## config.mk

```make
export PLATFORM = sky130hd
export DESIGN_NAME = uart_rx_frame_ctrl
export DESIGN_NICKNAME = d
export VERILOG_FILES = /design/src/rtl/uart_rx_frame_ctrl.sv
export SDC_FILE = /design/constraint.sdc
export NUM_CORES = 1
export LEC_CHECK = 0
export CAP_MARGIN = 0
export CORE_MARGIN = 3
export CORE_UTILIZATION = 40
export CTS_CLUSTER_SIZE = 28
export DETAILED_ROUTE_END_ITERATION = 16
export PLACE_DENSITY = 0.77
export SETUP_SLACK_MARGIN = 0.1
export SLEW_MARGIN = 20
export SYNTH_ARGS = -nofsm -noshare
export SYNTH_HDL_FRONTEND = slang
export SYNTH_SLANG_ARGS = --single-unit
```

## constraint.sdc

```tcl
create_clock -name CLK -period 1.7 [get_ports CLK]
set_clock_uncertainty 0.2 [all_clocks]
set_input_delay 0.425 -clock CLK [delete_from_list [all_inputs] [get_ports CLK]]
set_output_delay 0.425 -clock CLK [all_outputs]
set_load 0.05 [all_outputs]
```

## src/rtl/uart_rx_frame_ctrl.sv

```systemverilog
// UART receive framer: start detect, 3-sample majority vote, LSB-first
// deserializer, parity-check handoff and per-frame result pulses.
module uart_rx_frame_ctrl #(
  parameter int PRESCALE = 8
) (
  input  logic       CLK,
  input  logic       RST,
  input  logic       RX_IN,
  input  logic       PAR_EN,
  input  logic       par_err,
  output logic [7:0] data_bits,
  output logic       par_bit,
  output logic       par_chk_en,
  output logic [7:0] P_DATA,
  output logic       data_valid,
  output logic       par_err_out,
  output logic       stp_err,
  output logic       strt_glitch,
  output logic       busy
);

  localparam int EW = $clog2(PRESCALE);
  localparam int M  = PRESCALE / 2;
  localparam logic [EW-1:0] E_LAST = EW'(PRESCALE - 1);
  localparam logic [EW-1:0] E_S0   = EW'(M - 1);
  localparam logic [EW-1:0] E_S1   = EW'(M);
  localparam logic [EW-1:0] E_S2   = EW'(M + 1);

  typedef enum logic [2:0] {
    IDLE, START, DATA, PARITY, STOP
  } state_t;

  state_t        state_q, state_d;
  logic [EW-1:0] edge_q, edge_d;
  logic [2:0]    bit_q, bit_d;
  logic [2:0]    smp_q, smp_d;
  logic          par_en_q, par_en_d;
  logic [7:0]    data_bits_q, data_bits_d;
  logic          par_bit_q, par_bit_d;
  logic [7:0]    p_data_q, p_data_d;
  logic          dv_q, dv_d;
  logic          pe_q, pe_d;
  logic          se_q, se_d;
  logic          sg_q, sg_d;
  logic          bit_end;
  logic          voted;

  assign bit_end = (edge_q == E_LAST);
  assign voted   = (smp_q[0] & smp_q[1]) |
                   (smp_q[1] & smp_q[2]) |
                   (smp_q[0] & smp_q[2]);

  always_comb begin
    state_d     = state_q;
    edge_d      = edge_q;
    bit_d       = bit_q;
    smp_d       = smp_q;
    par_en_d    = par_en_q;
    data_bits_d = data_bits_q;
    par_bit_d   = par_bit_q;
    p_data_d    = p_data_q;
    dv_d        = 1'b0;
    pe_d        = 1'b0;
    se_d        = 1'b0;
    sg_d        = 1'b0;

    if (state_q == IDLE) begin
      edge_d = RX_IN ? '0 : EW'(1);
    end else begin
      edge_d = bit_end ? '0 : edge_q + EW'(1);
      if (edge_q == E_S0) smp_d[0] = RX_IN;
      if (edge_q == E_S1) smp_d[1] = RX_IN;
      if (edge_q == E_S2) smp_d[2] = RX_IN;
    end

    unique case (state_q)
      IDLE: begin
        if (!RX_IN) begin
          state_d  = START;
          par_en_d = PAR_EN;
        end
      end
      START: begin
        if (bit_end) begin
          if (voted) begin
            sg_d    = 1'b1;
            state_d = IDLE;
          end else begin
            bit_d   = '0;
            state_d = DATA;
          end
        end
      end
      DATA: begin
        if (bit_end) begin
          data_bits_d = {voted, data_bits_q[7:1]};
          bit_d       = bit_q + 3'd1;
          if (bit_q == 3'd7)
            state_d = par_en_q ? PARITY : STOP;
        end
      end
      PARITY: begin
        if (bit_end) begin
          par_bit_d = voted;
          state_d   = STOP;
        end
      end
      STOP: begin
        if (bit_end) begin
          if (!voted) begin
            se_d = 1'b1;
          end else if (par_err && par_en_q) begin
            pe_d = 1'b1;
          end else begin
            dv_d     = 1'b1;
            p_data_d = data_bits_q;
          end
          state_d = IDLE;
        end
      end
      default: state_d = IDLE;
    endcase
  end

  always_ff @(posedge CLK) begin
    if (RST) begin
      state_q     <= IDLE;
      edge_q      <= '0;
      bit_q       <= '0;
      smp_q       <= '0;
      par_en_q    <= 1'b0;
      data_bits_q <= '0;
      par_bit_q   <= 1'b0;
      p_data_q    <= '0;
      dv_q        <= 1'b0;
      pe_q        <= 1'b0;
      se_q        <= 1'b0;
      sg_q        <= 1'b0;
    end else begin
      state_q     <= state_d;
      edge_q      <= edge_d;
      bit_q       <= bit_d;
      smp_q       <= smp_d;
      par_en_q    <= par_en_d;
      data_bits_q <= data_bits_d;
      par_bit_q   <= par_bit_d;
      p_data_q    <= p_data_d;
      dv_q        <= dv_d;
      pe_q        <= pe_d;
      se_q        <= se_d;
      sg_q        <= sg_d;
    end
  end

  assign data_bits   = data_bits_q;
  assign par_bit     = par_bit_q;
  assign par_chk_en  = (state_q == STOP) && par_en_q;
  assign P_DATA      = p_data_q;
  assign data_valid  = dv_q;
  assign par_err_out = pe_q;
  assign stp_err     = se_q;
  assign strt_glitch = sg_q;
  assign busy        = (state_q != IDLE);

endmodule

```

==> Word-level counts from Yosys, hierarchy flattened <==
Cells that the tools add are included.
{ "classes": {"n_eq_ne": 16, "muxes": 20, "n_bitwise": 12, "reduce_logical": 17, "add_sub_neg": 2} }
{ "op_table": {"columns": ["cell", "n"], "rows": [
  ["3-bit 2-to-1 mux", 12],
  ["3-bit == test, second input constant", 5],
  ["3-bit one-hot mux with 5 select lines", 1],
  ["2-bit != test, second input constant", 7],
  ["2-bit AND reduction", 6],
  ["3-bit by 2-bit == test with 1-bit output, second input constant", 3],
  ["4-bit AND reduction", 2],
  ["1-bit inverter", 7],
  ["3-bit by 1-bit adder with 3-bit output, second input constant", 2],
  ["3-bit one-hot mux with 2 select lines", 1],
  ["6-bit AND reduction", 1],
  ["3-bit OR reduction", 2],
  ["1-bit 2-to-1 mux", 5],
  ["4-bit OR reduction", 1],
  ["1-bit bitwise AND", 3],
  ["3-bit by 1-bit == test with 1-bit output, second input constant", 1],
  ["3-bit zero test", 1],
  ["3-bit nonzero test", 1],
  ["1-bit logical AND", 2],
  ["2-bit 2-to-1 mux", 1],
  ["1-bit OR", 2],
  ["2-bit nonzero test", 1]
]} }
{ "totals": {"output_inout_bits": 23, "inputBits": 5, "wordCells": 81, "regBits": 34} }

==> Depth between registers and ports, before layout <==
{ "logic_depth": {"word_depth": 6, "mapped_depth": 7, "depth_no_buf": 6} }

==> Worst setup path before layout <==
No wires, ideal clock.
{ "synth_timing": {"kind": "reg-to-reg", "from": "register edge_q[0]", "to": "register state_q[1]", "path_stages_with_launch": 8, "period_less_slack_ns": 1.799, "setup_slack_ns": -0.099, "arrival_ns": 1.480, "setup_ns": 0.119, "n_path_buf": 1, "required_time_ns": 1.381, "path_cell_list": "dfxtp_1 > ha_1 > ha_1 > buf_2 > nor4b_2 > nor3_2 > nand2_1 > o221a_1"} }
{ "synth_via": {"elab_chain_cells": 3, "elab_cells_between_ends": 6, "cone_classes": "eq/ne (5); reduce/logical (1)"} }
{ "synth_lines": {"columns": ["element", "line_no", "text"], "rows": [
  ["start, declared", "34", "logic [EW-1:0] edge_q, edge_d;"],
  ["start signal, assigned", "141", "edge_q <= edge_d;"],
  ["3-bit == test *", "48", "assign bit_end = (edge_q == E_LAST);"],
  ["2-bit != test (no source line)", null, null],
  ["6-bit AND reduction (no source line) *", null, null],
  ["end signal, assigned", "140", "state_q <= state_d;"],
  ["end, declared", "33", "state_t state_q, state_d;"]
]} }
Every way passes the cells marked *; elsewhere a longest branch is shown, timed or not.
A chain may end at the register's enable or synchronous reset.

==> Worst setup path in the final report <==
{ "layout_timing": {"from": "register state_q[0]", "to": "output busy"} }
{ "layout_via": {"elab_chain_cells": 1} }
{ "layout_lines": {"columns": ["element", "line_no", "text"], "rows": [
  ["3-bit nonzero test", "163", "assign busy = (state_q != IDLE);"],
  ["end, declared", "19", "output logic busy"]
]} }
Every way passes these cells.

==> results by group <==
Worst setup path
  – Worst setup SP type: flop
  – Crit Path Max Fanout: 3
  – Worst EP required: 1.07 ns
  – Critical path type: flop to output port
  – Crit end category: output port
  – Reg2reg path depth: 7
  – Worst Path Arrival: 1.21 ns
  – Worst R2R End: state_q[1]$_SDFFE_PP0P_
  – R2r startpoint: edge_q[1]$_SDFF_PP0_
  – Reg2reg setup slack: -0.10 ns

Power
  – Power per cell area: 1048 nW/um^2
  – P_leak: 1.128 nW
  – Peak VDD IR: 0.0006298 V
  – Pwr Total: 0.002818 W

CTS
  – Hold_buf cts: 0
  – Total CTS buffers: 5
  – Clock sinks: 34
  – Root buf cell: clkbuf_8
  – CTS tree: built
  – CTS H-tree lvls: 2
  – Clk slew on worst S/H paths: 0.07 ns
  – Worst-case clock buffer depth: 2
  – Worst skew pair latency: 0.30 ns

Synthesis
  – Synth Warn #: 0
  – Top-area cell type share of the netlist area: 42.24%
  – Most used DFF post-synth: dfxtp_1
  – Commonest cells post-synth: dfxtp_1 (34), nor2_1 (27), mux2i_1 (20)
  – Syn nets: 178
  – Share of synthesized registers carrying an async set or reset: 0%
  – Post-synth EDFFs: 0
  – Yosys reg bits: 34
  – Register area share after synthesis: 42.24%
  – Area of the mapped netlist: 1612 um^2
  – Cells after Synth: 165
  – Synth area leader: dfxtp_1
  – Yosys cell types: 37
  – Mapped Avg Cell Area: 9.767 um^2
  – Most frequent cell after synthesis: dfxtp_1
  – Area contributors post-synth: dfxtp_1 (42%), mux2i_1 (12%), nor2_1 (6.3%)

STA
  – Hold Vio Cnt, Final: 0
  – Final Setup Violations: 6
  – Rel. slew slack: 77.27%
  – Max Slew Vio Count: 0
  – Final period util: 108.2%
  – Slew @ Worst Pin: 0.3401 ns
  – Post-route minimum period: 1.839 ns
  – Fmax: 543.7 MHz
  – RSZ-0062 raised after global routing: yes
  – PnR worst setup slack: -0.1392 ns

Drt
  – Drt total wl: 4396 um
  – Pre-Repair DR Iteration Count: 4
  – Via Count: 1417
  – Wire length per cell: 16.22 um
  – ANT nets after route: 0
  – Vias per cell: 5.229
  – DRT iter0 DRCs: 67
  – Post-route DRC: 0

Place
  – DP HPWL: 2475 um
  – Inst Count DP: 250
  – Placer Congestion: 0.8715
  – I/O Buffers: 27

Hold path
  – Hold Path Origin: smp_q[0]$_SDFFE_PP0P_
  – WHS Endpoint: smp_q[0]$_SDFFE_PP0P_
  – Hold-critical path depth: 2
  – Worst Hold Class: flop to flop

Cells and area
  – FF+latch area: 695.7 um^2
  – Area growth syn-to-layout: 66.77%
  – Multi-input logic area: 997.2 um^2
  – Final nets: 236
  – Non-filler cells, final: 271
  – # diodes: 0
  – Layout cells sized above 1: 43.95%
  – Fill cells: 228

Floorplanning
  – Die W: 69.48 um
  – Die Area: 4827 um^2
  – Overall die height: 69.48 um
  – # IOs: 28
  – Cell Rows: 22
  – Core ar.: 3771 um^2
  – Initial Util: 42.73%

Global route
  – Largest net degree at the start of global routing: 19
  – First-pass GRT wire length: 6299 um
  – Initial antenna violation count: 0
  – Total track usage: 16.34%
  – Number of global-route vias before repair: 1356
  – Remaining Overflow, GRT: 0

Status
  – Status: finished, violations left
  – Failing checks: setup timing

Job
  – Maxcap violations: 0
-- stage by stage --
step | TNS (ns) | hold slack [ns] | util, % | setup WS [ns] | cell area (um^2)
6_report | -0.4434 | 0.2640 | 71.27 | -0.1392 | 2688
5_1_grt | -1.037 | 0.2925 | 71.27 | -0.1714 | 2688
4_1_cts | -0.2464 | 0.2732 | 67.75 | -0.1292 | 2555
3_5_place_dp | -1.479 | 0.2639 | 61.05 | -0.1889 | 2302
3_3_place_gp | -1.252 | 0.2527 | 61.05 | -0.1506 | 2302
2_1_floorplan | -0.04992 | 0.2443 | - | -0.02496 | 1668
-- cell type report --
class	instances	share of cell area, %
Tap cell	48	2.235
Multi-Input combinational cell	116	37.10
Sequential cell	34	25.88
Inverter	5	0.6983
Clock buffer	6	3.073
Clock inverter	1	1.117
Timing Repair Buffer	61	29.89
-- critical path, cell delays in order (launching register included) --
cell and delay (ns):
dfxtp_4 0.37, buf_12 0.13, nor3_4 0.19, inv_2 0.08
buf_12 0.15
-- cells by family after synthesis --
kind of cell	synth area share, %
flops	42.24
compound gates	6.599
mux	12.42
buf+inv	5.279
fa+ha+maj	6.910
simple gates	26.55
-- worst max path at each step --
stage | slack (ns) | end | from | cells after the start
floorplan | -0.02 | smp_q[1]$_SDFFE_PP0P_ | state_q[1]$_SDFFE_PP0P_ | 6
global placement | -0.15 | state_q[0]$_SDFFE_PP0P_ | RX_IN | 5
detailed placement | -0.19 | state_q[0]$_SDFFE_PP0P_ | RX_IN | 5
CTS | -0.13 | busy | state_q[0]$_SDFFE_PP0P_ | 4
global route | -0.17 | busy | state_q[0]$_SDFFE_PP0P_ | 4
finish | -0.14 | busy | state_q[0]$_SDFFE_PP0P_ | 4
-- sequential cells by signal, indices dropped and copies added, names as in the netlist --
signal	cells
par_err_out	1
par_bit	1
smp_q	3
state_q	3
data_valid	1
bit_q	3
data_bits	8
P_DATA	8
par_en_q	1
stp_err	1
edge_q	3
strt_glitch	1
-- report_power, final --
group | internal, W | leakage (nW) | switching [W]
clock | 0.000469 | 0.0573 | 0.000307
combinational | 0.000564 | 0.793 | 0.000567
sequential | 0.000850 | 0.278 | 0.0000602
total | 0.00188 | 1.13 | 0.000935
-- per-layer routing --
metal / global-route usage, % / share of wire [%]
met1: 18.85 / 40
met2: 28.18 / 50
met5: 0 / 0
met3: 3.478 / 4.4
met4: 8.460 / 4.7
-- what timing repair did --
| item | 4_1_cts | 5_1_grt |
|---|---|---|
| setup buffers | 9 | 6 |
| hold endpoints to repair | 0 | 0 |
| endpoints found under the setup margin | 24 | 29 |
| pin swaps | 16 | 17 |
| resized for setup | 17 | 16 |
-- layout by cell type, fill, tap and decap left out, drive strengths merged, types with 2 or more instances in the layout --
cell type,instances
nand2b,6
nor4b,5
a31oi,2
dfxtp,34
buf,57
ha,8
o21ai,3
clkdlybuf4s50,4
nor3b,4
nand3,7
nand2,10
nor3,2
clkbuf,6
nand4,2
mux2i,20
a21oi,9
nor2,27
inv,5
(Power assumes the default switching activity.)
